[config.mk]
export PLATFORM = sky130hd
export DESIGN_NAME = periph_bus_arbiter
export DESIGN_NICKNAME = d
export VERILOG_FILES = /design/src/rtl/periph_arb_pkg.sv /design/src/rtl/rr_pick2.sv /design/src/rtl/periph_bus_arbiter.sv
export SDC_FILE = /design/constraint.sdc
export NUM_CORES = 1
export LEC_CHECK = 0
export ABC_AREA = 1
export CAP_MARGIN = 20
export CORE_MARGIN = 1.5
export CORE_UTILIZATION = 45
export DETAILED_ROUTE_END_ITERATION = 10
export DONT_BUFFER_PORTS = 1
export PLACE_DENSITY = 0.7
export SYNTH_ARGS = -nofsm -noshare
export SYNTH_HDL_FRONTEND = slang
export SYNTH_HIERARCHICAL = 1
export SYNTH_SLANG_ARGS = --single-unit
[constraint.sdc]
create_clock -name clk -period 9.5 [get_ports clk]
set_input_delay 1.425 -clock clk [delete_from_list [all_inputs] [get_ports clk]]
set_output_delay 1.425 -clock clk [all_outputs]
set_load 0.05 [all_outputs]
[src/rtl/periph_arb_pkg.sv]
// Shared types and constants for the peripheral bus arbiter.
//   state_e   : arbiter FSM state (IDLE / BUSY)
//   owner_t   : 1-bit requester id (0 = core load/store, 1 = boot loader / DMA)
//   ERR_RDATA : read data returned on a watchdog timeout completion
package periph_arb_pkg;

    typedef enum logic {
        IDLE = 1'b0,
        BUSY = 1'b1
    } state_e;

    typedef logic owner_t;

    localparam logic [31:0] ERR_RDATA = 32'hDEAD_BEEF;

endpackage

[src/rtl/rr_pick2.sv]
// Combinational two-way round-robin pick.
// Ports:
//   req        : request vector, bit i = requester i
//   last_owner : requester that most recently completed; loses a tie
//   gnt        : one-hot grant, or zero when nobody requests
//   winner     : id of the granted requester (don't-care when gnt == 0)
module rr_pick2
    import periph_arb_pkg::*;
(
    input  logic [1:0] req,
    input  owner_t     last_owner,
    output logic [1:0] gnt,
    output owner_t     winner
);

    always_comb begin
        winner = 1'b0;
        gnt    = 2'b00;
        if (req == 2'b11) begin
            winner = ~last_owner;
        end else begin
            winner = req[1];
        end
        if (req != 2'b00) begin
            gnt = winner ? 2'b10 : 2'b01;
        end
    end

endmodule

[src/rtl/periph_bus_arbiter.sv]
// Shares the peripheral-bus master port between the core load/store stage
// (m0) and a secondary master (m1). Round-robin on contention; the owner
// holds the bus until the slave signals ready or the watchdog expires.
// Ports:
//   clk, rst                  : clock, asynchronous active-high reset
//   m{0,1}_req/we/addr/wdata/mask_i : request and its attributes (held until gnt)
//   m{0,1}_gnt_o              : request accepted this cycle (combinational)
//   m{0,1}_rvalid_o, _err_o   : one-cycle completion pulse, err = timeout
//   rdata_o                   : shared load data, held until the next completion
//   bus_valid/we/addr/wdata/mask_o : transaction presented to the peripheral bus
//   bus_rdata_i, bus_ready_i  : slave response
//
// state | meaning
// IDLE  | no transaction outstanding; gnt follows req combinationally
// BUSY  | bus_* presented and held; waiting for ready or watchdog
module periph_bus_arbiter
    import periph_arb_pkg::*;
#(
    parameter int DW             = 32,
    parameter int TIMEOUT_CYCLES = 16
) (
    input  logic          clk,
    input  logic          rst,
    input  logic          m0_req_i,
    input  logic          m0_we_i,
    input  logic [DW-1:0] m0_addr_i,
    input  logic [DW-1:0] m0_wdata_i,
    input  logic [3:0]    m0_mask_i,
    output logic          m0_gnt_o,
    output logic          m0_rvalid_o,
    output logic          m0_err_o,
    input  logic          m1_req_i,
    input  logic          m1_we_i,
    input  logic [DW-1:0] m1_addr_i,
    input  logic [DW-1:0] m1_wdata_i,
    input  logic [3:0]    m1_mask_i,
    output logic          m1_gnt_o,
    output logic          m1_rvalid_o,
    output logic          m1_err_o,
    output logic [DW-1:0] rdata_o,
    output logic          bus_valid_o,
    output logic          bus_we_o,
    output logic [DW-1:0] bus_addr_o,
    output logic [DW-1:0] bus_wdata_o,
    output logic [3:0]    bus_mask_o,
    input  logic [DW-1:0] bus_rdata_i,
    input  logic          bus_ready_i
);

    localparam int            CW       = $clog2(TIMEOUT_CYCLES) + 1;
    localparam logic [CW-1:0] CNT_LAST = CW'(TIMEOUT_CYCLES - 1);
    localparam logic [DW-1:0] ERR_WORD = DW'(ERR_RDATA);

    state_e        state_q, state_d;
    owner_t        owner_q, last_owner_q;
    logic [CW-1:0] cnt_q;
    logic [1:0]    pick_gnt;
    owner_t        pick_winner;
    logic          grant, done_ok, done_to, done;

    rr_pick2 u_pick (
        .req        ({m1_req_i, m0_req_i}),
        .last_owner (last_owner_q),
        .gnt        (pick_gnt),
        .winner     (pick_winner)
    );

    assign grant   = (state_q == IDLE) && (pick_gnt != 2'b00);
    // Ready wins over the watchdog when both land in the same cycle.
    assign done_ok = (state_q == BUSY) && bus_ready_i;
    assign done_to = (state_q == BUSY) && !bus_ready_i && (cnt_q == CNT_LAST);
    assign done    = done_ok || done_to;

    always_ff @(posedge clk or posedge rst) begin
        if (rst) begin
            state_q <= IDLE;
        end else begin
            state_q <= state_d;
        end
    end

    always_comb begin
        state_d = state_q;
        case (state_q)
            IDLE:    if (grant) state_d = BUSY;
            BUSY:    if (done)  state_d = IDLE;
            default: state_d = IDLE;
        endcase
    end

    always_comb begin
        m0_gnt_o    = 1'b0;
        m1_gnt_o    = 1'b0;
        bus_valid_o = 1'b0;
        if (state_q == IDLE) begin
            m0_gnt_o = pick_gnt[0];
            m1_gnt_o = pick_gnt[1];
        end else begin
            bus_valid_o = 1'b1;
        end
    end

    always_ff @(posedge clk or posedge rst) begin
        if (rst) begin
            owner_q      <= 1'b0;
            last_owner_q <= 1'b1;
            cnt_q        <= '0;
            bus_we_o     <= 1'b0;
            bus_addr_o   <= '0;
            bus_wdata_o  <= '0;
            bus_mask_o   <= '0;
            m0_rvalid_o  <= 1'b0;
            m1_rvalid_o  <= 1'b0;
            m0_err_o     <= 1'b0;
            m1_err_o     <= 1'b0;
            rdata_o      <= '0;
        end else begin
            m0_rvalid_o <= done && (owner_q == 1'b0);
            m1_rvalid_o <= done && (owner_q == 1'b1);
            m0_err_o    <= done_to && (owner_q == 1'b0);
            m1_err_o    <= done_to && (owner_q == 1'b1);

            if (grant) begin
                owner_q     <= pick_winner;
                bus_we_o    <= pick_winner ? m1_we_i    : m0_we_i;
                bus_addr_o  <= pick_winner ? m1_addr_i  : m0_addr_i;
                bus_wdata_o <= pick_winner ? m1_wdata_i : m0_wdata_i;
                bus_mask_o  <= pick_winner ? m1_mask_i  : m0_mask_i;
            end

            if (done) begin
                cnt_q        <= '0;
                last_owner_q <= owner_q;
            end else if (state_q == BUSY) begin
                cnt_q <= cnt_q + 1'b1;
            end

            if (done_ok) begin
                rdata_o <= bus_we_o ? '0 : bus_rdata_i;
            end else if (done_to) begin
                rdata_o <= ERR_WORD;
            end
        end
    end

endmodule

---- Word level (Yosys, flattened, before mapping) ----
Cells that the tools add are included.
Widths: inputs -> output; s select.
operators by class
  $lt $le $gt $ge ......................... 0
  equality and inequality tests ........... 2
  shifts and indexed selects .............. 0
  bitwise logic cells ..................... 3
  muxes and demuxes ....................... 18
  $mul .................................... 0
  reduce and logical (&&, ||, !) cells .... 14
  div/mod/pow operators ................... 0
  add/sub/neg operators ................... 1
operators by type and width
  kind                 count
  $mux 32              5
  $mux 5               2
  $logic_and 1x1->1    8
  $reduce_bool 2->1    4
  $mux 1               7
  $add 5x1->5 const B  1
  $eq 5x4->1 const B   1
  $mux 2               2
  $mux 4               1
  $not 1->1            3
  $eq 2x2->1 const B   1
  $pmux 1 s2           1
  $logic_not 1->1      1
  $logic_or 1x1->1     1
word-level totals
  output and inout bits ................... 108
  bits in writable memories ............... 0
  latch bits .............................. 0
  bits in read-only memories .............. 0
  flip-flop bits (word level) ............. 113
  input port bits ......................... 175
  logic and storage cells ................. 51
  memories ................................ 0

---- Logic depth before layout (Yosys ltp) ----
Gate-level depths: netlist (run 1).
  depth in word-level cells ............... 8
  depth in mapped cells ................... 10

---- Cells and area by module ----
The synthesis (run 1) kept the hierarchy.
modules (own cells, without submodules)
  module              sequential area each (um2)  instances  cells an instance  area an instance (um2)
  periph_bus_arbiter  2829.0                      1          726                5342.6
  rr_pick2            0.0                         1          6                  25.0

---- Worst setup path after synthesis (run 1) ----
No wires, ideal clock.
  path kind ............................... input to output
  start point ............................. input port m1_req_i
  end point ............................... output port m1_gnt_o
  stages on the path ...................... 4
  path buffers ............................ 0
  arrival time ............................ 1.966 ns
  required time ........................... 8.075 ns
  slack ................................... 6.109 ns
  path through ............................ inv_1 -> a21oi_1 -> nand2_1 -> inv_1
between the ends
  word-level cells in the longest chain between the ends .. 5
RTL lines
  item             line                      source
  start, declared  periph_bus_arbiter.sv:32  input logic m1_req_i,
  $eq 2x2->1       rr_pick2.sv:19            if (req == 2'b11) begin
  $mux 1           rr_pick2.sv:19
  $mux 2           rr_pick2.sv:25            gnt = winner ? 2'b10 : 2'b01;
  $mux 2 *         rr_pick2.sv:24            if (req != 2'b00) begin
  net pick_gnt[1]  periph_bus_arbiter.sv:57  logic [1:0] pick_gnt;
  $mux 1 *         periph_bus_arbiter.sv:95  if (state_q == IDLE) begin
  end, declared    periph_bus_arbiter.sv:37  output logic m1_gnt_o,
The timed path passes the listed nets; every way through them passes the cells marked *.

---- Worst setup path after layout (run 1) ----
  start point ............................. input port m1_req_i
  end point ............................... output port m0_gnt_o
between the ends
  word-level cells in the longest chain between the ends .. 5
RTL lines
  item             line                      source
  $eq 2x2->1       rr_pick2.sv:19
  $mux 1           rr_pick2.sv:19
  $mux 2           rr_pick2.sv:25
  $mux 2 *         rr_pick2.sv:24
  net pick_gnt[0]  periph_bus_arbiter.sv:57
  $mux 1 *         periph_bus_arbiter.sv:95
  end, declared    periph_bus_arbiter.sv:29  output logic m0_gnt_o,
Marks and branches as above.

==> results.txt, run 1 <==
Largest stage delay, worst path - 0.34 ns
Data required, critical path - 8.08 ns
Clock root buffer - sky130_fd_sc_hd__clkbuf_16
Status - finished with violations
Unrepaired setup endpoints after global routing - false
Critical Path AT - 2.09 ns
Footprint of the flip-flops and latches - 2830 sq um
Total nets after synthesis - 909
Count of placed standard cells in the final layout, fillers left out - 873
Core box area - 11500 sq um
Number of port buffers - 0
Vertical die dimension - 112 um
Leak Pwr - 3.40 nW
Number of global-route vias before repair - 4286
Top-Level Pins - 283
Deepest clock path buffer count - 2
Type of element launching the critical path - input pin
Cell area power density - 458 nW/um^2
Number of different library cells in the post-synthesis netlist - 21
Max Clock Skew - 0.00649 ns
Area growth from synthesis to layout - 12.7%
Setup CP Type - in -> out
Clock insertion delay at the later pin of the skew report - 0.40 ns
Wire length of the first global-routing pass - 21000 um
Startpoint of the lowest-slack register-to-register path - state_q$_DFF_PP0_
Post-DP HPWL - 9320 um
Area taken by multi-input logic gates - 2000 sq um
Overflow left after global routing - 0
Clock-pin slew of the registers on the worst-case setup and hold paths - 0.05 ns
Share of the yosys chip area belonging to registers - 52.7%
Cell depth of the worst flop-to-flop path - 8
Total power of the final layout - 2.77 mW
Final cycle utilization of the critical path - 37.0%
Hold-critical path endpoint - cnt_q[4]$_DFFE_PP0P_
Min Tclk post-route - 3.51 ns
Number of filler cells placed in the layout - 1088
Critical path peak fanout - 3
Netlist area before placement - 5370 sq um
FF+latch count, synth - 113
Reg2Reg Setup Slack - 7.02 ns
Peak ir drop on the vdd network - 178 uV
NumNets Final - 894
Cts repair resizes - 0
Largest net degree at the start of global routing - 86
R2R Path End - bus_wdata_o[5]$_DFFE_PP0P_
Most used cell along the critical path - sky130_fd_sc_hd__nand2_1
Antenna violations before repair - 0
Count of final max-slew check failures - 0
Horizontal die dimension - 112 um
Highest clock rate - 285 MHz
Final Hold Vio Count - 0
Detailed Routing Iterations Pass 1 - 8
Vias - 4416
Global Route Usage Sum - 20.9%
Number of sinks handled by clock tree synthesis - 113
Crit end category - output port
Post-CTS Setup Bufs - 0
Dominant cells by area after synthesis - sky130_fd_sc_hd__dfrtp_1 (52%), sky130_fd_sc_hd__nand2_1 (25%), sky130_fd_sc_hd__o21ai_0 (9.0%)
Syn Inst Count - 732
Routed WL - 13100 um
Antenna Nets Post-Route - 0
Startpoint of the lowest-slack hold path - cnt_q[4]$_DFFE_PP0P_
Inserted Clock Buffers - 17
Post-Route Hold Slack - 0.479 ns
CP Cell Sequence - inv_1, nand2_1, nand2_1, nand2_1, inv_1
Number of design rule violations left after detail routing - 19
Max-Slew Margin vs Limit - 37.8%
Worst hold stages - 2
CTS tree - built
Layout cells sized above 1 - 5.62%
Final Wtd Congestion - 0.813
DR iter-0 viols - 281
Row Count - 39
Layout Cell Area excl Fill - 6050 sq um
Antenna Cells - 0
Area after DPL - 5410 sq um
Synthesized area per cell - 7.33 sq um
Worst Tran Pin Value - 0.932 ns
Placed cell count - 840
Setup TNS - 0 ns
Synth area leader - sky130_fd_sc_hd__dfrtp_1
Standard cell with the maximum stage delay on the critical path - sky130_fd_sc_hd__inv_1
Maximum level of the CTS H-tree - 4
Final Setup Violations - 0
Average vias per placed instance - 5.06
Area share of the largest cell type after synthesis - 52.2%
Effective utilization at floorplan - 46.6%
Area of the die - 12600 sq um
Type of the tightest min-delay check - reg -> reg
Max_cap viols - 0
Violations in the final reports - DRC
Average wire length per cell after detail routing - 15.0 um
Synth Warn # - 6
Number of hold-repair buffers added at the cts stage - 0
## worst max path at each step
stage | start | to | cells past startpoint
4_1_cts | m1_req_i | m0_gnt_o | 5
2_1_floorplan | rst | bus_addr_o[0]$_DFFE_PP0P_ | 1
3_5_place_dp | m1_req_i | bus_addr_o[6]$_DFFE_PP0P_ | 9
5_1_grt | m1_req_i | m0_gnt_o | 5
6_report | m1_req_i | m0_gnt_o | 5
3_3_place_gp | m1_req_i | m0_gnt_o | 5
## final cells by class
| cell class | count | area share [%] |
|---|---|---|
| Inverter | 97 | 6.06 |
| Clock buffer | 19 | 7.16 |
| Clock inverter | 13 | 3.08 |
| Multi-Input combinational cell | 483 | 33.1 |
| Timing Repair Buffer | 5 | 0.827 |
| Sequential cell | 113 | 46.8 |
| Tap cell | 143 | 2.96 |
## logic make-up after synthesis
kind of cell / synth area share, %
buffers and inverters: 10.2
and+or+nand+nor: 27.3
xor gates and xnor gates: 0.163
AOI/OAI and AO/OA: 9.23
DFF: 52.7
adders and majority gates: 0.466
## cell usage in the layout (no fill, tap or decap), types with 2 or more instances in the layout
cell	count
sky130_fd_sc_hd__o21ai_0	96
sky130_fd_sc_hd__inv_2	2
sky130_fd_sc_hd__clkinvlp_4	4
sky130_fd_sc_hd__dfrtp_1	112
sky130_fd_sc_hd__nand2_1	352
sky130_fd_sc_hd__nor2_1	5
sky130_fd_sc_hd__bufinv_16	4
sky130_fd_sc_hd__inv_1	94
sky130_fd_sc_hd__clkbuf_1	2
sky130_fd_sc_hd__clkbuf_16	17
sky130_fd_sc_hd__buf_4	4
sky130_fd_sc_hd__nand3_1	19
sky130_fd_sc_hd__ha_1	2
sky130_fd_sc_hd__nor3_1	2
sky130_fd_sc_hd__clkinv_4	2
sky130_fd_sc_hd__clkinv_2	2
## state kept, by name, indices dropped and copies added, names as in the netlist
signal and flops:
bus_addr_o 32, bus_mask_o 4, bus_wdata_o 32, bus_we_o 1
cnt_q 5, last_owner_q 1, m0_err_o 1, m0_rvalid_o 1
m1_err_o 1, m1_rvalid_o 1, owner_q 1, rdata_o 32
state_q 1
## metal layers
layer	vias up	track usage [%]	part of all wire [%]
met5	-	0	0
met4	0	6.67	1.1
met3	10	8.91	11
met2	208	35.4	49
met1	2025	24.0	39
li1	2173	-	-
## per-stage QoR
step	util (%)	setup slack, ns
floorplan	-	5.09
global placement	47.0	6.01
detailed placement	47.0	5.95
CTS	52.3	6.01
finish	52.5	5.99
global route	52.5	5.96
## worst max-delay path: cells and delay by family
kind,cells,cell delay [ns]
AND/OR/NAND/NOR,3,0.22
buffers and inverters,2,0.45
## synth_stat cells
cell type / number
sky130_fd_sc_hd__nand2_1: 352
sky130_fd_sc_hd__inv_2: 2
sky130_fd_sc_hd__xor2_1: 1
sky130_fd_sc_hd__a21oi_1: 2
sky130_fd_sc_hd__dfstp_2: 1
sky130_fd_sc_hd__o21ai_1: 1
sky130_fd_sc_hd__ha_1: 2
sky130_fd_sc_hd__buf_1: 1
sky130_fd_sc_hd__nand3_1: 19
sky130_fd_sc_hd__inv_1: 95
sky130_fd_sc_hd__clkbuf_1: 20
sky130_fd_sc_hd__nand4_1: 1
sky130_fd_sc_hd__and3_1: 1
sky130_fd_sc_hd__nand2_2: 1
sky130_fd_sc_hd__buf_6: 2
sky130_fd_sc_hd__buf_2: 15
sky130_fd_sc_hd__clkbuf_2: 1
sky130_fd_sc_hd__o21ai_0: 96
sky130_fd_sc_hd__nor2_1: 5
sky130_fd_sc_hd__nor3_1: 2
sky130_fd_sc_hd__dfrtp_1: 112
## power breakdown
group / switching, mW / internal (mW) / leakage (nW)
registers: 0.922 / 0.692 / 1.41
logic: 0.342 / 0.156 / 1.70
clock network: 0.221 / 0.439 / 0.290
Power figures use the tool's default switching activity.
==> inputs of run 2 (changes only) <==
- clock period: 9.5 -> 3.4 ns (I/O delays scaled with it)
==> run 2 against run 1 <==
Compared with the run above: the run still ends with DRC left; die area stayed put; critical path depth is the same; sequential share of layout area fell by 0.17 points; combinational power grew to 2.8 times the previous value; design area grew 0.37%; worst setup slack got worse by 4.9 ns; via count up 0.20%; first-iteration DRC count fell by 3.9%; worst hold slack lost 0.34 ns; critical path type is now reg -> reg; highest routed layer unchanged; clock power increased to 2.8 times the previous value; flip-flop and latch count unchanged; power grew to 2.8 times the previous value.
==> results.txt, run 2 (synthesized netlist as in run 1, its figures left out) <==
Area of the die - 12600 sq um (unchanged)
Worst Tran Pin Value - 0.920 ns (was 0.932 ns)
Count of final max-slew check failures - 0 (unchanged)
Vias - 4425 (was 4416)
Number of hold-repair buffers added at the cts stage - 0 (unchanged)
Violations in the final reports - DRC (unchanged)
Count of buffer and inverter cells on the critical path - 2 (unchanged)
Global Route Usage Sum - 20.7% (was 20.9%)
Routed WL - 12900 um (was 13100 um)
Largest registers ranked by flip-flop count - bus_addr_o: 32 flops, bus_wdata_o: 32 flops, rdata_o: 32 flops (unchanged)
Antenna Nets Post-Route - 0 (unchanged)
Antenna Cells - 0 (unchanged)
Setup TNS - 0 ns (unchanged)
Worst path setup slack after routing - 1.11 ns (was 5.99 ns)
Final Hold Vio Count - 0 (unchanged)
Inserted Clock Buffers - 17 (unchanged)
Standard cell with the maximum stage delay on the critical path - sky130_fd_sc_hd__dfrtp_1 (was sky130_fd_sc_hd__inv_1)
Wire length of the first global-routing pass - 20500 um (was 21000 um)
Clock insertion delay at the later pin of the skew report - 0.40 ns (about the same)
Effective utilization at floorplan - 46.6% (unchanged)
Setup CP Type - reg -> reg (was in -> out)
Largest net degree at the start of global routing - 121 (was 86)
Most common cell after layout, fill and taps aside - sky130_fd_sc_hd__nand2_1 (unchanged)
Overflow left after global routing - 0 (unchanged)
Number of port buffers - 0 (unchanged)
Number of sinks handled by clock tree synthesis - 113 (unchanged)
Peak ir drop on the vdd network - 627 uV (was 178 uV)
Number of design rule violations left after detail routing - 19 (unchanged)
Horizontal die dimension - 112 um (unchanged)
Vertical die dimension - 112 um (unchanged)
Clock-pin slew of the registers on the worst-case setup and hold paths - 0.05 ns (about the same)
Post-CTS Setup Bufs - 0 (unchanged)
Average vias per placed instance - 5.06 (about the same)
Max_cap viols - 0 (unchanged)
CP Cell Sequence - nand2_1, inv_1, nand2_1, o21ai_0, inv_1 (was inv_1, nand2_1, nand2_1, nand2_1, inv_1)
Core box area - 11500 sq um (unchanged)
Clock root buffer - sky130_fd_sc_hd__clkbuf_16 (unchanged)
Crit path from - state_q$_DFF_PP0_ (was m1_req_i)
Leading cell types in the layout, fill and taps excluded - sky130_fd_sc_hd__nand2_1 (352), sky130_fd_sc_hd__dfrtp_1 (112), sky130_fd_sc_hd__o21ai_0 (96) (unchanged)
Worst path depth - 5 (unchanged)
Leak Pwr - 3.42 nW (was 3.40 nW)
Cts repair resizes - 0 (unchanged)
Highest clock rate - 437 MHz
Layout cells sized above 1 - 5.75% (was 5.62%)
Critical path peak fanout - 32 (was 3)
Row Count - 39 (unchanged)
Max Clock Skew - 0.00509 ns (was 0.00649 ns)
Largest stage delay, worst path - 0.74 ns (was 0.34 ns)
Reg2Reg Setup Slack - 1.11 ns (was 7.02 ns)
Status - finished with violations (unchanged)
Cell area power density - 1270 nW/um^2 (was 458 nW/um^2)
Startpoint of the lowest-slack register-to-register path - state_q$_DFF_PP0_ (unchanged)
Top-Level Pins - 283 (unchanged)
R2R Path End - rdata_o[6]$_DFFE_PP0P_ (was bus_wdata_o[5]$_DFFE_PP0P_)
Post-placement worst setup slack - 1.13 ns (was 5.95 ns)
Final cycle utilization of the critical path - 67.3%
Cell depth of the worst flop-to-flop path - 5 (was 8)
Final Setup Violations - 0 (unchanged)
Maximum level of the CTS H-tree - 4 (unchanged)
Data required, critical path - 3.68 ns (was 8.08 ns)
Number of global-route vias before repair - 4198 (was 4286)
Max-Slew Margin vs Limit - 38.6% (was 37.8%)
Crit end category - register (was output port)
Detailed Routing Iterations Pass 1 - 9 (was 8)
Min Tclk post-route - 2.29 ns
Unrepaired setup endpoints after global routing - false (unchanged)
Area growth from synthesis to layout - 13.1% (was 12.7%)
DR iter-0 viols - 270 (was 281)
CP delay by family, top - buffers and inverters (unchanged)
Average wire length per cell after detail routing - 14.7 um (was 15.0 um)
Critical Path AT - 2.57 ns (was 2.09 ns)
Deepest clock path buffer count - 2 (unchanged)
Antenna violations before repair - 0 (unchanged)
Post-DP HPWL - 9330 um (was 9320 um)
Final Wtd Congestion - 0.839 (was 0.813)
Type of the tightest min-delay check - in -> async (was reg -> reg)
Type of element launching the critical path - register (was input pin)
NumNets Final - 895 (was 894)
CTS tree - built (unchanged)
## run 2: area by class of cell
| class | count | area (sq um) |
|---|---|---|
| clock buffer | 21 | 460 |
| clock inverter | 11 | 160 |
| fill | 1081 | 5450 |
| inverter | 97 | 368 |
| multi-input combinational | 483 | 2000 |
| sequential | 113 | 2830 |
| tap | 143 | 179 |
| timing repair buffer | 6 | 70.1 |
## run 2: worst max-delay path by stage
stage | to
after floorplan | bus_addr_o[0]$_DFFE_PP0P_
after global placement | rdata_o[0]$_DFFE_PP0P_
after detailed placement | rdata_o[16]$_DFFE_PP0P_
after CTS | rdata_o[16]$_DFFE_PP0P_
after global routing | rdata_o[2]$_DFFE_PP0P_
final | rdata_o[6]$_DFFE_PP0P_
## run 2: worst reg2reg max path, delay by kind of cell, from the launching register on
kind	cells	cell delay, ns
buffers and inverters	2	0.80
and+or+nand+nor	2	0.50
AOI/OAI and AO/OA	1	0.12
DFF	1	0.74
## run 2: routing by layer
| metal | track usage [%] | up-vias | routed length, um |
|---|---|---|---|
| li1 | - | 2181 | - |
| met1 | 21.9 | 1994 | 4790 |
| met2 | 34.6 | 224 | 6220 |
| met3 | 10.2 | 26 | 1530 |
| met4 | 9.87 | 0 | 339 |
| met5 | 0 | - | 0 |
## run 2: stage by stage
step | hold WS [ns] | instance area (sq um) | util, % | instances | total power, mW
after floorplan | 0.449 | 5370 | - | 732 | 5.53
after global placement | 0.469 | 5450 | 47.3 | 842 | 5.85
after detailed placement | 0.469 | 5450 | 47.3 | 842 | 5.94
after CTS | 0.149 | 6070 | 52.7 | 874 | 7.80
after global routing | 0.155 | 6070 | 52.7 | 874 | 8.15
final | 0.134 | 6070 | 52.7 | 874 | 7.74
## run 2: power breakdown
group | leakage, nW | internal, mW | switching (mW) | total (mW)
sequential | 1.41 | 1.93 | 2.58 | 4.51
clock | 0.303 | 1.26 | 0.581 | 1.84
combinational | 1.71 | 0.439 | 0.950 | 1.39
